File: config.mk
export PLATFORM = sky130hd
export DESIGN_NAME = serial_loader
export DESIGN_NICKNAME = d
export VERILOG_FILES = /design/src/rtl/serial_loader.sv
export SDC_FILE = /design/constraint.sdc
export NUM_CORES = 1
export LEC_CHECK = 0
export CELL_PAD_IN_SITES_DETAIL_PLACEMENT = 1
export CELL_PAD_IN_SITES_GLOBAL_PLACEMENT = 1
export CORE_MARGIN = 10
export CORE_UTILIZATION = 41
export DETAILED_ROUTE_END_ITERATION = 12
export DONT_BUFFER_PORTS = 1
export GPL_TIMING_DRIVEN = 0
export PLACE_DENSITY_LB_ADDON = 0.1
export SLEW_MARGIN = 30
export SYNTH_ARGS = -nofsm -noshare
export SYNTH_HDL_FRONTEND = slang
export SYNTH_SLANG_ARGS = --single-unit
File: constraint.sdc
create_clock -name clk -period 2 [get_ports clk]
set_input_delay 0.3 -clock clk [delete_from_list [all_inputs] [get_ports clk]]
set_output_delay 0.3 -clock clk [all_outputs]
set_load 0.03 [all_outputs]
File: src/rtl/serial_loader.sv
// ---------------------------------------------------------------------------
// serial_loader
//
// Upstream feeder for a 1-bit load-enabled register. A parallel word is
// accepted over a valid/ready handshake and then emitted one bit per cycle
// on bit_out, each bit qualified by a one-cycle ld_out strobe. The hold
// input stalls emission while keeping the current bit position.
//
// Ports:
//   clk         rising-edge clock
//   rst_n       asynchronous active-low reset
//   word_in     parallel word to serialize (WIDTH bits)
//   word_valid  word_in is valid
//   word_ready  block can accept a word (state is IDLE)
//   hold        stall request, only honoured while shifting
//   bit_out     registered serial data bit
//   ld_out      registered load strobe, one cycle per emitted bit
//   busy        a word is in flight (state is not IDLE)
//   done        registered one-cycle pulse after the last bit
//
// Parameters:
//   WIDTH       bits per word (>= 2)
//   MSB_FIRST   0: bit 0 is emitted first, 1: bit WIDTH-1 is emitted first
// ---------------------------------------------------------------------------
module serial_loader #(
  parameter int WIDTH     = 8,
  parameter int MSB_FIRST = 0
) (
  input  logic             clk,
  input  logic             rst_n,
  input  logic [WIDTH-1:0] word_in,
  input  logic             word_valid,
  output logic             word_ready,
  input  logic             hold,
  output logic             bit_out,
  output logic             ld_out,
  output logic             busy,
  output logic             done
);

  localparam int              IDXW     = $clog2(WIDTH);
  localparam logic [IDXW-1:0] LAST_IDX = IDXW'(WIDTH - 1);

  typedef enum logic [1:0] {
    IDLE  = 2'd0,
    SHIFT = 2'd1,
    DONE  = 2'd2
  } state_t;

  state_t            state_reg;
  logic [WIDTH-1:0]  word_reg;
  logic [IDXW-1:0]   idx_reg;
  logic              bit_out_reg;
  logic              ld_out_reg;
  logic              done_reg;

  // The emission order is resolved once, when the word is latched, so the
  // shifting logic always walks the stored word from index 0 upwards.
  logic [WIDTH-1:0]  word_ordered;

  genvar gi;
  generate
    for (gi = 0; gi < WIDTH; gi++) begin : g_order
      if (MSB_FIRST != 0) begin : g_msb
        assign word_ordered[gi] = word_in[WIDTH-1-gi];
      end else begin : g_lsb
        assign word_ordered[gi] = word_in[gi];
      end
    end
  endgenerate

  always_ff @(posedge clk or negedge rst_n) begin
    if (!rst_n) begin
      state_reg   <= IDLE;
      word_reg    <= '0;
      idx_reg     <= '0;
      bit_out_reg <= 1'b0;
      ld_out_reg  <= 1'b0;
      done_reg    <= 1'b0;
    end else begin
      case (state_reg)
        IDLE: begin
          ld_out_reg <= 1'b0;
          done_reg   <= 1'b0;
          if (word_valid) begin
            word_reg  <= word_ordered;
            idx_reg   <= '0;
            state_reg <= SHIFT;
          end
        end

        SHIFT: begin
          done_reg <= 1'b0;
          if (hold) begin
            // Stall: bit_out keeps its value so the downstream register
            // never sees a change without a load strobe.
            ld_out_reg <= 1'b0;
          end else begin
            bit_out_reg <= word_reg[idx_reg];
            ld_out_reg  <= 1'b1;
            // idx stops on the last bit instead of wrapping; it is
            // cleared again on the next acceptance.
            if (idx_reg == LAST_IDX) begin
              state_reg <= DONE;
            end else begin
              idx_reg <= idx_reg + 1'b1;
            end
          end
        end

        DONE: begin
          ld_out_reg <= 1'b0;
          done_reg   <= 1'b1;
          state_reg  <= IDLE;
        end

        default: begin
          ld_out_reg <= 1'b0;
          done_reg   <= 1'b0;
          state_reg  <= IDLE;
        end
      endcase
    end
  end

  assign word_ready = (state_reg == IDLE);
  assign busy       = (state_reg != IDLE);
  assign bit_out    = bit_out_reg;
  assign ld_out     = ld_out_reg;
  assign done       = done_reg;

endmodule

* After elaboration in Yosys (flattened, before gate mapping) *
Index checks and enable logic that the tools add are counted.

word-level totals
  register bits after elaboration = 16
  input bits = 12
  output and inout bits = 5
  logic and storage cells = 36

operators by class
  $add $sub $neg = 1
  magnitude comparators = 1
  equal/unequal tests = 7
  mux-type cells = 13
  bitwise gates (word level) = 1
  reductions and logical operators = 7

operators by type and width
  cell                   count
  $mux W3                3
  $ne A2 B2 Y1 const B   4
  $mux W2                3
  $pmux W3 S2            1
  $lt A3 B4 Y1 const B   1
  $mux W1                4
  $pmux W2 S2            1
  $reduce_and A2 Y1      2
  $reduce_and A4 Y1      1
  $reduce_bool A2 Y1     2
  $add A3 B1 Y3 const B  1
  $bmux W1 S3            1
  $eq A3 B3 Y1 const B   1
  $reduce_and A3 Y1      1
  $eq A2 B1 Y1 const B   1
  $eq A2 B2 Y1 const B   1
  $logic_not A2 Y1       1
  $not A1 Y1             1

* Longest topological paths before layout *
  depth after elaboration = 4
  depth in mapped cells = 5
  depth with buffers taken out = 5

* Least setup slack after synthesis *
OpenSTA, ideal clock, no wires.

  path kind = reg-to-reg
  start point = reg idx_reg[0]
  end point = reg idx_reg[0]
  setup time = 0.125 ns
  data arrival time = 1.627 ns
  data required time = 1.875 ns
  setup slack = 0.248 ns
  cell stages (with the launch flop) = 6
  buffers on the path = 0
  clock period less this slack = 1.752 ns
  cells stage by stage = dfrtp_1 ha_1 ha_1 or3b_1 a21oi_4 mux2_4

between the ends
  word-level cells in the longest chain between the ends = 4
  elaborated cells on any way between the ends = 7
  classes of those cells = 1 x add/sub; 2 x eq/ne; 3 x mux; 1 x reduce/logical

RTL lines
  item                      RTL line  source
  start: declaration        52        logic [IDXW-1:0] idx_reg;
  start signal: assignment  106       idx_reg <= idx_reg + 1'b1;
  $add A3 B1 Y3             106
  $mux W3                   103       if (idx_reg == LAST_IDX) begin
  $mux W3                   94        if (hold) begin
  $pmux W3 S2               81        case (state_reg)

Several ways; a longest one is shown, not always the timed one. The select of a mux whose other input is x is not followed.
A chain may end at the register's enable or synchronous reset.

* Worst setup path in the final report *
  start point = reg state_reg[0]
  end point = reg word_reg[7]

between the ends
  word-level cells in the longest chain between the ends = 2

RTL lines
  item                         RTL line  source
  start: declaration           50        state_t state_reg;
  start signal: assignment     74        state_reg <= IDLE;
  start signal: assignment     88        state_reg <= SHIFT;
  start signal: assignment     104       state_reg <= DONE;
  $logic_not A2 Y1             n/a
  via word_ready               33        output logic word_ready,
  $reduce_and A2 Y1 (no line)  n/a
  end signal: assignment       86        word_reg <= word_ordered;
  end: declaration             51        logic [WIDTH-1:0] word_reg;

The timed path passes the listed nets, and every way through them passes these cells.

==> run metrics <==
status completed; clock skew 0.005538 ns; largest net degree at the start of global routing 17; internal power 785.6 uW; Synth Net Count 68; Mapped Cells 54; Achievable Freq 0.5263 GHz; Cells after DPL 79; worst endpoint required time 2.18 ns; drt total wl 1532 um; power density cells 1490 mW/mm^2; Worst Path Max Fanout 9; Min-Delay Path Class in -> reg; FILL cells 177; Total Routing Usage GR 8.707%; clk root buf clkbuf_4; Max Slew Vio Count 0; fin cells 84; post-route cell area 813.3 um^2; Static Leak 0.3754 nW; commonest non-fill, non-tap cells in the layout dfrtp_1, mux2_1, mux2i_1; area post-placement 767.0 um^2; clk_lat worst skew 0.30 ns; sequential fraction of design power 46.4%; Top Ports 17; setup TNS 0 ns; Worst Slack Setup Final 0.1001 ns; Starting Density 43.08%; GPL Wtd Cong 0.7438; hold buffer count at cts 1; Reg2Reg Setup Slack 0.10 ns; vias in the first global route 538; CP startpoint kind register; initial antenna violation count 0; CP endpoint kind register; Avg Cell Area, Syn 13.62 um^2; Hold Fails Final Rpt 0; Post-DRT Antenna Nets 0; most common cell after layout, fill and taps aside dfrtp_1; clk sinks 16; layout cells sized above 1 16.95%; net switching power 426.5 uW; synth unique cells 19; gr ovfl total 0; Vias 426; critical path class reg -> reg; hold slack final 0.1011 ns; dpl ws 0.1042 ns; first-pass GRT wire length 2697 um; period utilization 94.99%; Rows 15; CTS tree yes; DRC violations left 0; Net Sw Frac 35.19%; Post-Syn Area 735.7 um^2; area grow syn2layout 10.54%; final setup vio count 0; Final nets 74; crit path DAT 2.08 ns; detailed-placement wirelength estimate 1200 um; die area 0.003889 mm^2; Tmin final 1.900 ns; Largest register FFs 8; Port Buffers 0; area of the multi-input gates 306.5 um^2; part of the power in the clock network 18.1%; total CTS buffers 3; Ant. Diodes 0; register area share after synthesis 54.42%; FF+latch count, synth 16; DRT iter0 DRCs 0; Reg area 400.4 um^2; routed length per placed instance 18.24 um; Core Region 0.001708 mm^2; RSZ-0062 raised after global routing no; Worst-path clk slew 0.10 ns; H-tree levels 1; Clock Path Buffers 2; Ys Warns 0; Max Cap Viol 0; Die Y-Extent 62.36 um; Comb pwr share 35.5%; Power Total 1.212 mW; VDD IR max 0.0005208 V; Post-CTS Setup Bufs 0; vias per std cell 5.071; Max-slew headroom 51.96%; Resized cells post-CTS 0; Die W 62.36 um; TritonRoute pass-1 iters 1; worst-margin pin slew 0.7182 ns; post-layout util 47.62%
## kinds of logic after synthesis
kind of cell	Yosys count	share of synthesized area, %
AOI/OAI and AO/OA	2	3.402
adders and majority gates	2	3.401
buffers and inverters	7	3.911
and+or+nand+nor	10	7.995
muxes	17	26.87
DFF	16	54.42
## cells in the mapped netlist
| cell type | n | area (um^2) |
|---|---|---|
| a21oi_4 | 1 | 16.27 |
| mux2i_1 | 7 | 70.07 |
| nor3b_1 | 1 | 7.510 |
| mux4_2 | 1 | 22.52 |
| nand2_1 | 2 | 7.510 |
| or3b_1 | 1 | 8.760 |
| mux2_1 | 8 | 90.09 |
| or2_1 | 1 | 6.260 |
| buf_2 | 2 | 10.01 |
| nor2_1 | 1 | 3.750 |
| nand2b_1 | 1 | 6.260 |
| mux2_4 | 1 | 15.01 |
| ha_1 | 2 | 25.02 |
| nor2b_1 | 1 | 6.260 |
| dfrtp_1 | 16 | 400.4 |
| inv_1 | 4 | 15.01 |
| inv_2 | 1 | 3.750 |
| and2_1 | 2 | 12.51 |
| a31o_1 | 1 | 8.760 |
## final cells by class
cell class                 instances  share of cell area (%)
multi-input combinational         31                   37.69
timing repair buffer               1                   1.231
tap                               25                   3.846
inverter                           5                   2.308
buffer                             2                   1.231
clock buffer                       4                   4.462
sequential                        16                   49.23
## worst paths after layout
| kind | cells after the start | endpoint | startpoint |
|---|---|---|---|
| max in group asynchronous | 1 | bit_out | rst_n |
| hold reg to reg | 1 | word_reg[2] | word_reg[2] |
| setup / recovery | 5 | word_reg[7] | state_reg[0] |
| hold / removal | 1 | ld_out | hold |
| min in group asynchronous | 1 | state_reg[1] | rst_n |
| setup reg to reg | 5 | word_reg[7] | state_reg[0] |
## critical path: stages (launching register included)
cell,delay [ns]
dfrtp_1,0.48
or2_1,0.39
inv_2,0.20
and2_1,0.14
buf_2,0.21
mux2_1,0.36
## metal layers
layer	vias to the layer above	GRT usage, %	routed length (um)
met2	17	14.62	744
li1	193	-	-
met3	3	4.480	155
met1	213	9.015	607
met4	0	3.352	25
met5	-	0	0
## power groups by stage
| stage | combinational (mW) | sequential, mW | clock [mW] |
|---|---|---|---|
| floorplan | 0.357 | 0.543 | 0 |
| global placement | 0.392 | 0.560 | 0 |
| detailed placement | 0.432 | 0.575 | 0 |
| CTS | 0.446 | 0.568 | 0.221 |
| global route | 0.486 | 0.587 | 0.235 |
| finish | 0.430 | 0.563 | 0.219 |
Power figures use the tool's default switching activity.
